[src/rtl/ddr_rd_gen2d_pkg.sv]
// Shared widths, FSM state encoding and the bit-width helper for the DDR read-request generator.
package ddr_rd_gen2d_pkg;

   localparam int GP_DDR_W      = 512;
   localparam int GP_DDR_ADDR_W = 32;
   localparam int GP_BURST_W    = 8;

   typedef logic [1:0] state_t;

   localparam state_t ST_IDLE  = 2'd0;
   localparam state_t ST_ISSUE = 2'd1;
   localparam state_t ST_DRAIN = 2'd2;
   localparam state_t ST_DONE  = 2'd3;

   // Bits needed to hold the value itself (not value-1).
   function automatic int bw(input int value);
      if (value < 2) return 1;
      return $clog2(value + 1);
   endfunction

endpackage

[src/rtl/ddr_burst_split.sv]
// Walks one row of beats as a sequence of bursts no longer than MAX_BURST,
// reloading the row length automatically after the last chunk.
module ddr_burst_split #(
   parameter int BURST_W   = 8,
   parameter int MAX_BURST = 32
)(
   input  logic               clk,
   input  logic               rst,
   input  logic               load,
   input  logic               advance,
   input  logic [BURST_W-1:0] row_beats,
   output logic [BURST_W-1:0] size,
   output logic [BURST_W-1:0] next_size,
   output logic               last
);

   localparam logic [BURST_W-1:0] MB = BURST_W'(MAX_BURST);

   logic [BURST_W-1:0] rem_reg;
   logic [BURST_W-1:0] rem_next;

   assign last = (rem_reg <= MB);
   assign size = last ? rem_reg : MB;

   always_comb begin
      rem_next = rem_reg;
      if (load) begin
         rem_next = row_beats;
      end else if (advance) begin
         rem_next = last ? row_beats : (rem_reg - MB);
      end
   end

   // Size presented in the following cycle; lets the top evaluate the throttle one cycle ahead.
   assign next_size = (rem_next <= MB) ? rem_next : MB;

   always_ff @(posedge clk or posedge rst) begin
      if (rst) begin
         rem_reg <= '0;
      end else begin
         rem_reg <= rem_next;
      end
   end

endmodule

[src/rtl/ddr_rd_gen2d.sv]
// Two-level strided DDR read-request generator: planes of rows, rows split into bursts,
// with an outstanding-beat throttle and completion only after all data beats are accepted.
module ddr_rd_gen2d
   import ddr_rd_gen2d_pkg::*;
#(
   parameter int DDR_ADDR_W = GP_DDR_ADDR_W,
   parameter int BURST_W    = GP_BURST_W,
   parameter int CNT_W      = 12,
   parameter int BEAT_BYTES = GP_DDR_W / 8,
   parameter int MAX_BURST  = 32,
   parameter int MAX_OUT    = 128
)(
   input  logic                  clk,
   input  logic                  rst,
   input  logic                  start,
   output logic                  busy,
   output logic                  done,
   input  logic [DDR_ADDR_W-1:0] conf_st_addr,
   input  logic [BURST_W-1:0]    conf_row_beats,
   input  logic [DDR_ADDR_W-1:0] conf_row_step,
   input  logic [CNT_W-1:0]      conf_row_num,
   input  logic [DDR_ADDR_W-1:0] conf_plane_step,
   input  logic [CNT_W-1:0]      conf_plane_num,
   output logic [DDR_ADDR_W-1:0] ddr_addr,
   output logic [BURST_W-1:0]    ddr_size,
   output logic                  ddr_addr_valid,
   input  logic                  ddr_addr_ready,
   input  logic                  ddr_valid,
   input  logic                  ddr_ready,
   output logic                  err_extra_beat
);

   localparam int OUT_W = bw(MAX_OUT + MAX_BURST);
   localparam logic [DDR_ADDR_W-1:0] CHUNK_BYTES = DDR_ADDR_W'(MAX_BURST * BEAT_BYTES);
   localparam logic [OUT_W:0]        OUT_LIMIT   = (OUT_W+1)'(MAX_OUT);

   state_t state_reg, state_next;

   logic [BURST_W-1:0]    row_beats_reg;
   logic [DDR_ADDR_W-1:0] row_step_reg, plane_step_reg;
   logic [CNT_W-1:0]      row_num_reg, plane_num_reg;
   logic [CNT_W-1:0]      row_cnt_reg, plane_cnt_reg;
   logic [DDR_ADDR_W-1:0] row_base_reg, plane_base_reg, addr_reg;
   logic                  valid_reg;
   logic                  err_reg;
   logic [OUT_W-1:0]      out_reg, out_next;

   logic                  start_acc, zero_desc, addr_hs, beat, extra;
   logic                  last_row, last_plane, final_hs, fits;
   logic [BURST_W-1:0]    chunk_size, next_size;
   logic                  chunk_last;
   logic [DDR_ADDR_W-1:0] row_base_next, plane_base_next;

   ddr_burst_split #(
      .BURST_W   (BURST_W),
      .MAX_BURST (MAX_BURST)
   ) u_split (
      .clk       (clk),
      .rst       (rst),
      .load      (start_acc),
      .advance   (addr_hs),
      .row_beats (start_acc ? conf_row_beats : row_beats_reg),
      .size      (chunk_size),
      .next_size (next_size),
      .last      (chunk_last)
   );

   assign start_acc  = start && (state_reg == ST_IDLE);
   assign zero_desc  = (conf_row_beats == '0) || (conf_row_num == '0) || (conf_plane_num == '0);
   assign addr_hs    = valid_reg && ddr_addr_ready;
   assign beat       = ddr_valid && ddr_ready;
   // A beat nobody asked for is flagged and never allowed to underflow the counter.
   assign extra      = beat && ((state_reg == ST_IDLE) || (out_reg == '0));
   assign last_row   = (row_cnt_reg == row_num_reg - CNT_W'(1));
   assign last_plane = (plane_cnt_reg == plane_num_reg - CNT_W'(1));
   assign final_hs   = addr_hs && chunk_last && last_row && last_plane;

   assign row_base_next   = row_base_reg + row_step_reg;
   assign plane_base_next = plane_base_reg + plane_step_reg;

   assign out_next = out_reg
                   + (addr_hs ? OUT_W'(chunk_size) : '0)
                   - ((beat && !extra) ? OUT_W'(1) : '0);
   assign fits = (({1'b0, out_next} + (OUT_W+1)'(next_size)) <= OUT_LIMIT);

   always_comb begin
      state_next = state_reg;
      case (state_reg)
         ST_IDLE:  if (start_acc) state_next = zero_desc ? ST_DONE : ST_ISSUE;
         ST_ISSUE: if (final_hs) state_next = (out_next == '0) ? ST_DONE : ST_DRAIN;
         ST_DRAIN: if (out_next == '0) state_next = ST_DONE;
         ST_DONE:  state_next = ST_IDLE;
         default:  state_next = ST_IDLE;
      endcase
   end

   always_ff @(posedge clk or posedge rst) begin
      if (rst) begin
         state_reg      <= ST_IDLE;
         row_beats_reg  <= '0;
         row_step_reg   <= '0;
         plane_step_reg <= '0;
         row_num_reg    <= '0;
         plane_num_reg  <= '0;
         row_cnt_reg    <= '0;
         plane_cnt_reg  <= '0;
         row_base_reg   <= '0;
         plane_base_reg <= '0;
         addr_reg       <= '0;
         valid_reg      <= 1'b0;
         err_reg        <= 1'b0;
         out_reg        <= '0;
      end else begin
         state_reg <= state_next;
         out_reg   <= start_acc ? '0 : out_next;
         err_reg   <= start_acc ? 1'b0 : (err_reg | extra);
         if (start_acc) begin
            row_beats_reg  <= conf_row_beats;
            row_step_reg   <= conf_row_step;
            plane_step_reg <= conf_plane_step;
            row_num_reg    <= conf_row_num;
            plane_num_reg  <= conf_plane_num;
            row_cnt_reg    <= '0;
            plane_cnt_reg  <= '0;
            row_base_reg   <= conf_st_addr;
            plane_base_reg <= conf_st_addr;
            addr_reg       <= conf_st_addr;
            valid_reg      <= !zero_desc;
         end else if (state_reg == ST_ISSUE) begin
            if (addr_hs) begin
               if (!chunk_last) begin
                  addr_reg <= addr_reg + CHUNK_BYTES;
               end else if (!last_row) begin
                  row_cnt_reg  <= row_cnt_reg + CNT_W'(1);
                  row_base_reg <= row_base_next;
                  addr_reg     <= row_base_next;
               end else if (!last_plane) begin
                  plane_cnt_reg  <= plane_cnt_reg + CNT_W'(1);
                  row_cnt_reg    <= '0;
                  plane_base_reg <= plane_base_next;
                  row_base_reg   <= plane_base_next;
                  addr_reg       <= plane_base_next;
               end
            end
            // A presented request holds until accepted; otherwise the throttle decides.
            if (final_hs) begin
               valid_reg <= 1'b0;
            end else if (addr_hs || !valid_reg) begin
               valid_reg <= fits;
            end
         end
      end
   end

   assign busy           = (state_reg == ST_ISSUE) || (state_reg == ST_DRAIN);
   assign done           = (state_reg == ST_DONE);
   assign ddr_addr       = addr_reg;
   assign ddr_size       = chunk_size;
   assign ddr_addr_valid = valid_reg;
   assign err_extra_beat = err_reg;

endmodule
[config.mk]
export PLATFORM = sky130hd
export DESIGN_NAME = ddr_rd_gen2d
export DESIGN_NICKNAME = d
export VERILOG_FILES = /design/src/rtl/ddr_rd_gen2d_pkg.sv /design/src/rtl/ddr_burst_split.sv /design/src/rtl/ddr_rd_gen2d.sv
export SDC_FILE = /design/constraint.sdc
export NUM_CORES = 1
export LEC_CHECK = 0
export ABC_AREA = 1
export CAP_MARGIN = 15
export CORE_MARGIN = 2
export CORE_UTILIZATION = 50
export DETAILED_ROUTE_END_ITERATION = 12
export PLACE_DENSITY = 0.8
export SKIP_LAST_GASP = 1
export SYNTH_ARGS = -nofsm -noshare
export SYNTH_HDL_FRONTEND = slang
export SYNTH_SLANG_ARGS = --single-unit
[constraint.sdc]
create_clock -name clk -period 10.3 [get_ports clk]
set_input_delay 2.06 -clock clk [delete_from_list [all_inputs] [get_ports clk]]
set_output_delay 2.06 -clock clk [all_outputs]
set_load 0.03 [all_outputs]
==> flow_metrics.py, run 1 <==
metrics = {
    "worst_setup_path": {
        "category_of_the_worst_setup_path_launch_point": "input pin",
        "crit_path_max_fanout": 12,
        "cp-end-kind": "flip-flop",
        "worst-setup-path-type": "in2reg",
        "critPathArrivalTime_ns": 6.08,
        "timing.critical_path.required_ns": 10.78,
    },
    "clock_tree": {
        "postCtsResizedCells": 0,
        "cts_made_buffers": 27,
        "clockBufferDepth": 3,
        "ctsRootBufferMaster": "clkbuf_16",
        "insertion_delay_ns": 0.57,
        "cts-hold-fix-buffers": 0,
        "clock_tree_from_tritoncts": "yes",
        "cts.clk_slew.worst_paths_ns": 0.06,
        "cts.repair_timing.setup_buffer_count": 0,
        "cts.htree.levels": 1,
        "tritoncts_num_sinks": 236,
    },
    "yosys": {
        "post-synth-top-area-fraction": 0.338,
        "yosysTopAreaCell": "dfrtp_1",
        "yosys_warnings": 0,
        "dominant_cell_by_count_in_the_synthesized_netlist": "nand2_1",
        "synth_ff_type": "dfrtp_1",
        "synth_seq_area_share": 0.338,
        "synth_area_leaders": "dfrtp_1 34%, nand2_1 23%, ha_1 6.8%",
        "async_reset_ff_frac": 1.00,
        "synth-simple-area-share": 0.375,
        "synth_mux_area_frac": 0.00114,
        "number_of_library_cell_types_mapped_by_synthesis": 46,
        "netlist_instances": 2705,
        "syn-mean-instance-area_um2": 6.47,
        "post_synth_fa_ha_maj_area_fraction": 0.0725,
        "synthXorXnorAreaFrac": 0.0295,
        "post_synth_edffs": 0,
        "netlist_area_um2": 17500,
        "compound_cell_area_share_of_the_yosys_netlist": 0.0951,
        "largest_family_of_logic_cells_by_synthesized_area": "simple AND/OR/NAND/NOR gates",
        "synth_common_cells": "1066 x nand2_1, 311 x inv_1, 236 x dfrtp_1",
        "ys_seq_elements": 236,
    },
    "sta": {
        "maxSlewHeadroom": 0.384,
        "maxClockFrequency_mhz": 179,
        "timing_hold_violations_final": 0,
        "post_route_clock_skew_ns": 0.0126,
        "grt_setup_unrepaired": "false",
        "transition_time_at_the_pin_with_the_least_slew_margin_ns": 0.921,
        "fin_crit_ns": 5.60,
        "finalCritPeriodShare": 0.544,
        "tns_ns": 0,
        "timing_max_transition_violations_final": 0,
        "setup_viol": 0,
    },
    "die": {
        "num_io_pins": 178,
        "floorplan.core_area_um2": 34500,
        "die_area_um2": 36500,
        "start_util": 0.508,
        "std_cell_rows": 68,
        "die_x_um": 191,
        "die_height_um": 191,
    },
    "routing": {
        "post_drt_via_cell_ratio": 5.44,
        "routedWlPerCell_um": 17.2,
        "number_of_routed_nets_with_antenna_violations": 0,
        "dr_total_vias": 18093,
        "drc": 0,
        "drt_first_iter_violations": 1514,
        "drt_pre_antenna_iters": 7,
        "detail_route.wirelength_um": 57300,
    },
    "place": {
        "io_buffer_count": 175,
        "detailedPlacementHpwl_um": 44300,
        "gp_routability_congestion": 0.999,
        "place.detailed.instances": 3273,
    },
    "finish": {
        "layout-area-overhead-vs-synth_pct": 17.4,
        "final_layout_size_suffix_gt1_frac": 0.0303,
        "final.fill_count": 3321,
        "final_nets": 3080,
        "instances_no_fill": 3323,
    },
    "grt": {
        "antenna_violations_before_repair": 3,
        "gr-total-overflow": 0,
        "largest_net_degree_at_the_start_of_global_routing": 110,
        "grt_pass1_wl_um": 91400,
        "grt_usage": 0.318,
        "number_of_global_route_vias_before_repair": 17410,
    },
    "min_path": {
        "worstHoldPathType": "reg2reg",
    },
    "run_status": {
        "status": "finished, final reports clean",
    },
    "power_and_ir_drop": {
        "vdd_ir_max_mv": 0.205,
        "p_leak_uw": 0.0111,
        "design_power_total_uw": 7870,
        "p_per_area_nw_per_um2": 383,
    },
    "flow_run": {
        "max_cap_viol_count": 0,
    },
}
## area by class of cell
cell class | count | area [µm²] | share of cell area
tap | 455 | 569 | 0.0277
clock buffer | 32 | 734 | 0.0358
timing repair buffer | 184 | 1820 | 0.0886
antenna | 1 | 2.50 | 0.000122
multi-input combinational | 2084 | 10000 | 0.489
sequential | 236 | 5910 | 0.288
inverter | 314 | 1190 | 0.0581
clock inverter | 17 | 267 | 0.0130
## power breakdown
group | internal (µW) | total, µW | leakage, µW | switching (µW)
clock network | 663 | 1090 | 0.000486 | 427
registers | 1350 | 1740 | 0.00292 | 394
logic | 1710 | 5040 | 0.00764 | 3330
## layout by cell type, fill, tap and decap left out, types with 3 or more instances in the layout
cell type,count
inv_1,309
clkinv_4,4
inv_6,4
nor2_1,233
clkdlybuf4s50_1,175
nand2_1,1065
xor2_1,39
nand4_1,33
a21oi_1,151
ha_1,95
o22ai_1,5
clkbuf_16,27
or2_2,11
nor3_1,27
conb_1,5
o21ai_1,4
o21ai_2,4
nor4_1,14
nand3_1,196
o21bai_1,6
a21o_1,4
clkbuf_8,4
and2_1,3
dfrtp_1,236
nor2_2,5
o211ai_1,7
xnor2_1,20
o21ai_0,118
buf_4,9
bufinv_16,6
fa_1,4
nand3b_1,13
a31oi_1,5
## cells by family after synthesis
group | count (synthesis)
adders and majority gates | 99
xor gates and xnor gates | 59
AOI/OAI and AO/OA | 312
and+or+nand+nor | 1607
other | 2
buffers and inverters | 388
DFF | 236
muxes | 2
## routing by layer
layer	up-vias	part of all wire	track usage
met5	-	0.00012	0
li1	8860	-	-
met4	2	0.044	0.128
met3	143	0.078	0.0564
met2	668	0.44	0.510
met1	8420	0.43	0.426
## path summary, 6_finish.rpt
check                                   start                 end  slack [ns]  cells past startpoint
setup / recovery               ddr_addr_ready      ddr_addr_valid        4.70                     23
hold / removal             plane_base_reg[27]  plane_base_reg[27]        0.48                      2
setup reg to reg           u_split.rem_reg[6]      ddr_addr_valid        5.84                     24
hold reg to reg            plane_base_reg[27]  plane_base_reg[27]        0.48                      2
max in group asynchronous                 rst    row_step_reg[13]        6.85                      3
min in group asynchronous                 rst    plane_cnt_reg[1]        1.98                      2
## per-stage QoR
step	utilization	cell area [µm²]	hold WS [ns]	setup WS, ns
final	0.596	20500	0.477	4.70
after global routing	0.596	20500	0.505	4.31
after CTS	0.596	20500	0.481	4.71
after detailed placement	0.567	19500	0.465	4.14
after global placement	0.567	19500	0.459	4.24
after floorplan	-	17500	0.444	1.77
## worst max-delay path, stage by stage
cell and delay, ns:
clkdlybuf4s50_1 0.47, nand2_1 0.15, inv_1 0.21, nand2_1 0.25, inv_1 0.16, nand2_1 0.08, ha_1 0.28, inv_1 0.04
ha_1 0.21, fa_1 0.43, nand3_1 0.11, nand2_1 0.07, xor2_1 0.21, inv_1 0.07, ha_1 0.32, inv_1 0.10
o21bai_1 0.09, a21oi_1 0.15, xor2_1 0.17, nand3_1 0.09, a21oi_1 0.13, nand3_1 0.09, a31oi_1 0.13
Note: power is estimated with default switching activity, not from simulation.
==> run 2, diff against run 1 <==
==> constraint.sdc (replaced) <==
create_clock -name clk -period 5.6 [get_ports clk]
set_input_delay 1.12 -clock clk [delete_from_list [all_inputs] [get_ports clk]]
set_output_delay 1.12 -clock clk [all_outputs]
set_load 0.03 [all_outputs]
==> run 2 against run 1 <==
- register-to-register slack worse by 4.7 ns
- first-iteration DRC count up 3.9%
- clock power up 71%
- clock-buffer cell count up 9
- critical endpoint unchanged
- largest cell class unchanged
==> flow_metrics.py, run 2 (synthesized netlist as in run 1, its figures left out) <==
metrics = {
    "clock_tree": {
        "cts-hold-fix-buffers": 0,
        "clock_tree_from_tritoncts": "yes",
        "cts_made_buffers": 29,
        "postCtsResizedCells": 0,
        "clockBufferDepth": 3,
        "ctsRootBufferMaster": "clkbuf_16",
        "cts.htree.levels": 1,
        "cts.clk_slew.worst_paths_ns": 0.06,
        "insertion_delay_ns": 0.58,
        "tritoncts_num_sinks": 236,
        "cts.repair_timing.setup_buffer_count": 0,
    },
    "die": {
        "die_x_um": 191,
        "std_cell_rows": 68,
        "start_util": 0.508,
        "floorplan.core_area_um2": 34500,
        "die_height_um": 191,
        "die_area_um2": 36500,
        "num_io_pins": 178,
    },
    "sta": {
        "setup_viol": 0,
        "timing_hold_violations_final": 0,
        "maxClockFrequency_mhz": 214,
        "grt_setup_unrepaired": "false",
        "hold-worst-slack_ns": 0.480,
        "transition_time_at_the_pin_with_the_least_slew_margin_ns": 1.04,
        "maxSlewHeadroom": 0.308,
        "finalCritPeriodShare": 0.836,
        "fin_crit_ns": 4.68,
        "post_route_clock_skew_ns": 0.0252,
        "timing_max_transition_violations_final": 0,
        "tns_ns": 0,
    },
    "routing": {
        "drt_first_iter_violations": 1573,
        "detailroute.wirelength.met2_um": 26100,
        "number_of_routed_nets_with_antenna_violations": 0,
        "detail_route.wirelength_um": 58100,
        "dr_total_vias": 18122,
        "drc": 0,
        "routedLengthMet1_um": 24900,
        "highest-signal-layer": "met4",
        "post_drt_via_cell_ratio": 5.44,
        "routedWlPerCell_um": 17.4,
        "drt_pre_antenna_iters": 7,
        "routed-wl-met3_um": 4640,
    },
    "power_and_ir_drop": {
        "p_leak_uw": 0.0111,
        "vdd_ir_max_mv": 0.346,
        "p_per_area_nw_per_um2": 701,
    },
    "worst_setup_path": {
        "path_depth": 23,
        "critPathSlowestCell": "clkdlybuf4s50_1",
        "critPathArrivalTime_ns": 5.15,
        "timing.critical_path.required_ns": 6.07,
        "cp_top_family": "adder cells",
        "worst-setup-path-type": "in2reg",
        "worstSetupStartpoint": "ddr_addr_ready",
        "worst_setup_path_endpoint": "ddr_addr_valid",
        "critPathBufInv": 6,
        "r2r_start": "u_split.rem_reg[6]",
        "top_cell_by_count_worst_path": "inv_1",
        "category_of_the_worst_setup_path_launch_point": "input pin",
        "worst_r2r_path_depth": 24,
        "cp-end-kind": "flip-flop",
        "slowest_delay_ns": 0.48,
        "crit_chain": "clkdlybuf4s50_1, nand2_1, inv_1, nand2_1, inv_1, nand2_1, ha_1, inv_1, ha_1, fa_1, nand3_1, nand2_1, xor2_1, inv_1, ha_1, inv_1, o21bai_1, a21oi_1, xor2_1, nand3_1, a21oi_1, nand3_1, a31oi_1",
        "worst-r2r-setup-slack_ns": 1.14,
        "crit_path_max_fanout": 12,
        "worstReg2RegEnd": "ddr_addr_valid",
    },
    "finish": {
        "layout-area-overhead-vs-synth_pct": 17.5,
        "final_cell_mix": "1065 x nand2_1, 309 x inv_1, 236 x dfrtp_1",
        "layout.cells.most_common": "nand2_1",
        "final_nets": 3087,
        "finish.instance_area_um2": 20500,
        "final_layout_size_suffix_gt1_frac": 0.0317,
    },
    "grt": {
        "number_of_global_route_vias_before_repair": 17215,
        "antenna_violations_before_repair": 2,
        "largest_net_degree_at_the_start_of_global_routing": 141,
        "gr-total-overflow": 0,
        "grt_pass1_wl_um": 91300,
        "grt_usage": 0.319,
    },
    "place": {
        "gp_routability_congestion": 1.00,
        "detailedPlacementHpwl_um": 44500,
        "place_area_um2": 19600,
        "io_buffer_count": 175,
    },
    "flow_run": {
        "max_cap_viol_count": 0,
    },
    "run_status": {
        "status": "finished, final reports clean",
    },
    "min_path": {
        "worstHoldPathType": "reg2reg",
    },
}
run 2: power breakdown:
part	switching, µW	internal [µW]
Combinational	6170	3160
Clock	773	1080
Sequential	725	2480
Total	7670	6720
run 2: worst min-delay path by stage:
stage	startpoint	end	slack, ns	depth (start not counted)
final	plane_base_reg[8]	plane_base_reg[8]	0.48	2
after global routing	plane_base_reg[3]	plane_base_reg[3]	0.49	2
after CTS	plane_base_reg[3]	plane_base_reg[3]	0.48	2
after detailed placement	plane_base_reg[3]	plane_base_reg[3]	0.47	2
after global placement	row_beats_reg[5]	row_beats_reg[5]	0.46	2
after floorplan	row_beats_reg[3]	row_beats_reg[3]	0.44	2
run 2: per-layer routing:
metal | global-route usage | up-vias
li1 | - | 8897
met1 | 0.427 | 8360
met4 | 0.128 | 0
met3 | 0.0538 | 123
met2 | 0.514 | 742
met5 | 0 | -
run 2: final cells by class:
type                       count  area [µm²]
fill                        3361       13900
multi-input combinational   2084       10000
sequential                   236        5910
timing repair buffer         189        1890
inverter                     314        1190
clock buffer                  41         841
tap                          455         569
clock inverter                11        92.6
antenna                        2        5.00
run 2: worst reg2reg max path, cell delays in order, from the launching register on:
cell and delay, ns:
dfrtp_1 0.40, nor3_1 0.21, inv_1 0.13, o21ai_1 0.10, buf_4 0.29, nand2_1 0.31
inv_1 0.18, nand2_1 0.07, ha_1 0.27, inv_1 0.04, ha_1 0.21, fa_1 0.43
nand3_1 0.11, nand2_1 0.06, xor2_1 0.21, inv_1 0.07, ha_1 0.32, inv_1 0.10
o21bai_1 0.10, a21oi_1 0.16, xor2_1 0.16, nand3_1 0.09, a21oi_1 0.13, nand3_1 0.08
a31oi_1 0.13
run 2: per-stage QoR:
stage / power, µW / instances / util / worst slack (ns)
2_1_floorplan: 9690 / 2708 / - / 1.36
3_3_place_gp: 12200 / 3278 / 0.569 / 0.444
3_5_place_dp: 12300 / 3278 / 0.569 / 0.388
4_1_cts: 14300 / 3330 / 0.596 / 0.952
5_1_grt: 15700 / 3330 / 0.596 / 0.501
6_report: 14400 / 3332 / 0.596 / 0.918
==> run 3, diff against run 2 <==
--- a/config.mk
+++ b/config.mk
@@ -10,7 +10,7 @@
 export CORE_MARGIN = 2
 export CORE_UTILIZATION = 50
 export DETAILED_ROUTE_END_ITERATION = 12
-export PLACE_DENSITY = 0.8
+export PLACE_DENSITY = 0.82
 export SKIP_LAST_GASP = 1
 export SYNTH_ARGS = -nofsm -noshare
 export SYNTH_HDL_FRONTEND = slang
==> constraint.sdc (replaced) <==
create_clock -name clk -period 4.1 [get_ports clk]
set_input_delay 0.82 -clock clk [delete_from_list [all_inputs] [get_ports clk]]
set_output_delay 0.82 -clock clk [all_outputs]
set_load 0.03 [all_outputs]
==> run 3 against run 2 <==
- flip-flop and latch count unchanged
- clock skew is 0.0086 ns lower
- clock power increased by 33%
- hold slack improved by 0.0041 ns
- worst setup slack got worse by 0.66 ns
- power grew 40%
- wire length is 0.66% higher
- critical path depth unchanged
- first-iteration DRC count is 1.5% higher
- critical endpoint unchanged
- largest cell class unchanged
==> flow_metrics.py, run 3 (synthesized netlist as in run 1, its figures left out) <==
metrics = {
    "clock_tree": {
        "clockBufferDepth": 3,
        "cts.repair_timing.setup_buffer_count": 0,
        "cts.clk_slew.worst_paths_ns": 0.06,
        "tritoncts_num_sinks": 236,
        "insertion_delay_ns": 0.57,
        "ctsRootBufferMaster": "clkbuf_16",
        "cts_made_buffers": 28,
        "clock_tree_from_tritoncts": "yes",
        "cts-hold-fix-buffers": 0,
        "cts.htree.levels": 1,
    },
    "die": {
        "floorplan.core_area_um2": 34500,
        "die_area_um2": 36500,
        "std_cell_rows": 68,
        "die_x_um": 191,
        "die_height_um": 191,
        "start_util": 0.508,
        "num_io_pins": 178,
    },
    "sta": {
        "transition_time_at_the_pin_with_the_least_slew_margin_ns": 0.852,
        "setup_viol": 0,
        "fin_crit_ns": 3.84,
        "timing_hold_violations_final": 0,
        "tns_ns": 0,
        "layout_setup_ws_ns": 0.256,
        "post_route_clock_skew_ns": 0.0166,
        "finalCritPeriodShare": 0.938,
        "timing_max_transition_violations_final": 0,
        "hold-worst-slack_ns": 0.484,
        "maxClockFrequency_mhz": 260,
        "maxSlewHeadroom": 0.432,
    },
    "grt": {
        "grt_pass1_wl_um": 91400,
        "number_of_global_route_vias_before_repair": 17361,
        "antenna_violations_before_repair": 0,
        "grt_usage": 0.320,
        "largest_net_degree_at_the_start_of_global_routing": 150,
        "gr-total-overflow": 0,
    },
    "power_and_ir_drop": {
        "p_per_area_nw_per_um2": 968,
        "p_leak_uw": 0.0112,
        "vdd_ir_max_mv": 0.539,
        "design_power_total_uw": 20200,
    },
    "worst_setup_path": {
        "cp-end-kind": "flip-flop",
        "category_of_the_worst_setup_path_launch_point": "input pin",
        "slowest_delay_ns": 0.48,
        "crit_path_max_fanout": 3,
        "critPathBufInv": 6,
        "crit_chain": "clkdlybuf4s50_1, nand2_1, inv_1, nand2_1, inv_1, nand2_1, ha_1, inv_1, ha_1, fa_2, nand3_1, nand2_1, xor2_2, inv_1, ha_1, inv_1, o21bai_1, a21oi_1, xor2_1, nand3_1, a21oi_1, nand3_1, a31oi_1",
        "worst-r2r-setup-slack_ns": 0.29,
        "critPathSlowestCell": "clkdlybuf4s50_1",
        "top_cell_by_count_worst_path": "inv_1",
        "critPathArrivalTime_ns": 4.33,
        "worst-setup-path-type": "in2reg",
        "timing.critical_path.required_ns": 4.59,
        "cp_top_family": "adder cells",
    },
    "finish": {
        "layout-area-overhead-vs-synth_pct": 19.3,
        "final_layout_size_suffix_gt1_frac": 0.0477,
        "layout.cells.most_common": "nand2_1",
        "antenna_cells": 0,
        "final_nets": 3126,
        "final_cell_mix": "1065 x nand2_1, 308 x inv_1, 236 x dfrtp_1",
    },
    "routing": {
        "drt_pre_antenna_iters": 5,
        "detail_route.wirelength_um": 58500,
        "number_of_routed_nets_with_antenna_violations": 0,
        "drc": 0,
        "drt_first_iter_violations": 1596,
        "post_drt_via_cell_ratio": 5.42,
        "routedWlPerCell_um": 17.4,
        "dr_total_vias": 18272,
    },
    "run_status": {
        "status": "finished, final reports clean",
    },
    "flow_run": {
        "max_cap_viol_count": 0,
    },
    "place": {
        "gp_routability_congestion": 0.966,
        "preCtsSetupSlack_ns": -0.377,
        "io_buffer_count": 175,
        "detailedPlacementHpwl_um": 45700,
    },
    "min_path": {
        "worstHoldPathType": "reg2reg",
    },
}
-- run 3: changes by cell type in the layout (fill, tap and decap cells not counted), sizes merged --
cell    delta
inv        +1
diode      -2
clkinv     +1
clkbuf     -2
bufinv     -1
buf       +40
-- run 3: path summary, 6_finish.rpt --
| check | start | end | cells after the start |
|---|---|---|---|
| hold reg to reg | plane_base_reg[4] | plane_base_reg[4] | 2 |
| min in group asynchronous | rst | plane_num_reg[3] | 2 |
| max in group asynchronous | rst | row_step_reg[20] | 3 |
| setup / recovery | ddr_addr_ready | ddr_addr_valid | 23 |
| setup reg to reg | out_reg[1] | ddr_addr_valid | 21 |
| hold / removal | plane_base_reg[4] | plane_base_reg[4] | 2 |
-- run 3: final cells by class --
class	count	area (µm²)
Multi-Input combinational cell	2084	10100
Fill cell	3247	13600
Clock buffer	39	833
Sequential cell	236	5910
Inverter	314	1190
Tap cell	455	569
Clock inverter	12	72.6
Timing Repair Buffer	229	2210
-- run 3: repair_timing --
action                                 4_1_cts  5_1_grt
setup endpoints to repair                    0        1
endpoints found under the hold margin        0        0
resized for setup                            0        7
-- run 3: layer usage --
metal | global-route usage | share of wire
met5 | 0 | 0
met4 | 0.111 | 0.039
met3 | 0.0435 | 0.069
met2 | 0.537 | 0.46
met1 | 0.423 | 0.43
-- run 3: power by group --
part | switching (µW) | internal, µW | leakage [µW]
Combinational | 8460 | 4820 | 0.00787
Sequential | 1070 | 3380 | 0.00292
Clock | 1050 | 1410 | 0.000451
-- run 3: tightest hold or removal path, cell delays in order (launching register included) --
cell and delay [ns]:
dfrtp_1 0.35, nand2_1 0.06, nand2_1 0.05
-- run 3: stage by stage --
step | instance area [µm²] | instances | util
3_3_place_gp | 19900 | 3318 | 0.578
2_1_floorplan | 17500 | 2708 | -
4_1_cts | 20800 | 3369 | 0.604
3_5_place_dp | 19900 | 3318 | 0.578
5_1_grt | 20900 | 3369 | 0.606
6_report | 20900 | 3369 | 0.606
==> variant (flow settings as in run 2) <==
Make the reset (`rst`) synchronous in 2 clocked blocks.
--- a/src/rtl/ddr_burst_split.sv
+++ b/src/rtl/ddr_burst_split.sv
@@ -35,5 +35,5 @@
    assign next_size = (rem_next <= MB) ? rem_next : MB;
 
-   always_ff @(posedge clk or posedge rst) begin
+   always_ff @(posedge clk) begin
       if (rst) begin
          rem_reg <= '0;
--- a/src/rtl/ddr_rd_gen2d.sv
+++ b/src/rtl/ddr_rd_gen2d.sv
@@ -95,5 +95,5 @@
    end
 
-   always_ff @(posedge clk or posedge rst) begin
+   always_ff @(posedge clk) begin
       if (rst) begin
          state_reg      <= ST_IDLE;
Check against the original RTL: not settled (the Yosys comparison gave no result); the edit may change what the design does.
==> variant against run 2 <==
Via count grew 1.5%; first-iteration DRC count rose by 1.1%; setup slack got worse by 0.067 ns; synthesized area decreased by 3.3%; cell area fell by 2.6%; worst hold slack got worse by 0.013 ns; synthesized cell count is 2.4% higher; sequential power decreased by 18%; global-route usage fell by 0.42 points; total power decreased by 26%; routed wire length shrank 3.1%; sequential cell count did not move; die area is 3.2% lower; critical path type is now reg2reg; critical endpoint is now ddr_addr_valid$_SDFFE_PP0P_.
==> variant: results (changes against run 2) <==
Vias post-DR = 18,400 (+1.5%)
GRT met2 Usage = 54.7% (+3.3 points)
Sequential area share after synthesis = 27.9% (-5.8 points)
Post-synthesis mux area share = 0% (-0.11 points)
Iter 0 DRT Violations = 1,590 (+1.1%)
Peak VDD IR = 0.382 mV (+10%)
Post-synth cell types = 49 (+6.5%)
Synth cell count leaders = nand2_1 (700), nor2_1 (483), inv_1 (287)
CP max stage delay = 0.88 ns (+0.40 ns)
FP Rows = 67 (-1.5%)
Fraction of layout cells with a size suffix above 1 = 3.73% (+0.56 points)
Top cells by area, synth = dfxtp_1 (28%), nand2_1 (16%), nor2_1 (11%)
Worst hold path type = reg2reg
P per Cell Area = 535 nW/µm² (-24%)
WL met3 = 3.88 mm (-16%)
Met2 wire len = 26.3 mm (+0.67%)
First-pass GRT wire length = 90.0 mm (-1.4%)
WHS Endpoint = row_beats_reg[2]$_SDFF_PP0_
Num CTS Buffers = 28 (-3.4%)
Synth Area in Adders = 7.50% (+0.25 points)
Flop2flop setup slack = 0.85 ns (-0.29 ns)
Reg2Reg Depth = 25 (+4.2%)
Crit path max fanout = 24 (+12)
Clock skew = 0.0121 ns (-0.0131 ns)
Wire per inst = 16.7 µm (-4.2%)
Leakage power = 9.44 nW (-15%)
Cell Area, Placed = 18,900 µm² (-3.5%)
Largest net degree at the start of global routing = 99 (-30%)
RD Place Congestion = 1.02 (+2.2%)
Hpwl dp = 43.7 mm (-1.8%)
Dpl ws = 0.438 ns (+0.0504 ns)
Post-Synth XOR/XNOR Area = 3.82% (+0.86 points)
Met1 WL = 23.4 mm (-5.8%)
Worst slew pin tran = 1.14 ns (+0.0981 ns)
Worst r2r src = u_split.rem_reg[7]$_SDFF_PP0_
Most common flop cell mapped by yosys = dfxtp_1
Hold_sp = row_beats_reg[2]$_SDFF_PP0_
Later-pin clock latency in the skew report = 0.57 ns
Worst R2R End = ddr_addr_valid$_SDFFE_PP0P_
H-tree levels = 1 (unchanged)
Final worst slack = 0.851 ns (-0.0672 ns)
Compound-gate portion of the synthesized area = 14.8% (+5.3 points)
Fillers = 3,243 (-3.5%)
Max layer used = met5
Total GRT Usage = 31.5% (-0.42 points)
Final nets = 3,135 (+1.6%)
M1 GR Usage = 39.3% (-3.3 points)
Status = completed
Global routing usage on met3 = 3.97% (-1.4 points)
Crit path arrival time = 5.24 ns (+0.09 ns)
Worst path slowest cell = o21ai_2
[variant: critical path: cells and delay by family (launching register included)]
family | cells | cell delay, ns
xor gates and xnor gates | 1 | 0.29
DFF | 1 | 0.32
adders and majority gates | 3 | 1.00
and+or+nand+nor | 11 | 1.13
buffers and inverters | 4 | 0.38
AOI/OAI and AO/OA | 6 | 1.56
[variant: report_power, final]
part	switching [mW]	internal [mW]	total [mW]
sequential	0.450	2.19	2.64
combinational	3.92	2.04	5.95
clock	0.766	1.34	2.11
total	5.13	5.57	10.7
[variant: layout make-up]
type | count | area share, %
flip-flops and latches | 236 | 23.6
clock buffers | 37 | 4.08
repair buffers | 186 | 9.23
multi-input cells | 2154 | 53.3
diodes | 1 | 0.0125
inverters | 296 | 5.60
clock inverters | 15 | 1.30
well taps | 448 | 2.80
[variant: stage by stage]
stage | hold WS (ns) | instances
global placement | 0.457 | 3320
global route | 0.491 | 3372
detailed placement | 0.462 | 3320
CTS | 0.470 | 3372
finish | 0.466 | 3373
floorplan | 0.442 | 2773
[variant: worst max-delay path by stage]
stage | from | endpoint | slack [ns] | cells after the start
2_1_floorplan | ddr_addr_ready | ddr_addr_valid$_SDFFE_PP0P_ | 1.24 | 25
6_report | u_split.rem_reg[7]$_SDFF_PP0_ | ddr_addr_valid$_SDFFE_PP0P_ | 0.85 | 25
3_5_place_dp | ddr_addr_ready | ddr_addr_valid$_SDFFE_PP0P_ | 0.44 | 25
4_1_cts | u_split.rem_reg[7]$_SDFF_PP0_ | ddr_addr_valid$_SDFFE_PP0P_ | 0.90 | 25
3_3_place_gp | ddr_addr_ready | ddr_addr_valid$_SDFFE_PP0P_ | 0.52 | 25
5_1_grt | u_split.rem_reg[7]$_SDFF_PP0_ | ddr_addr_valid$_SDFFE_PP0P_ | 0.40 | 24
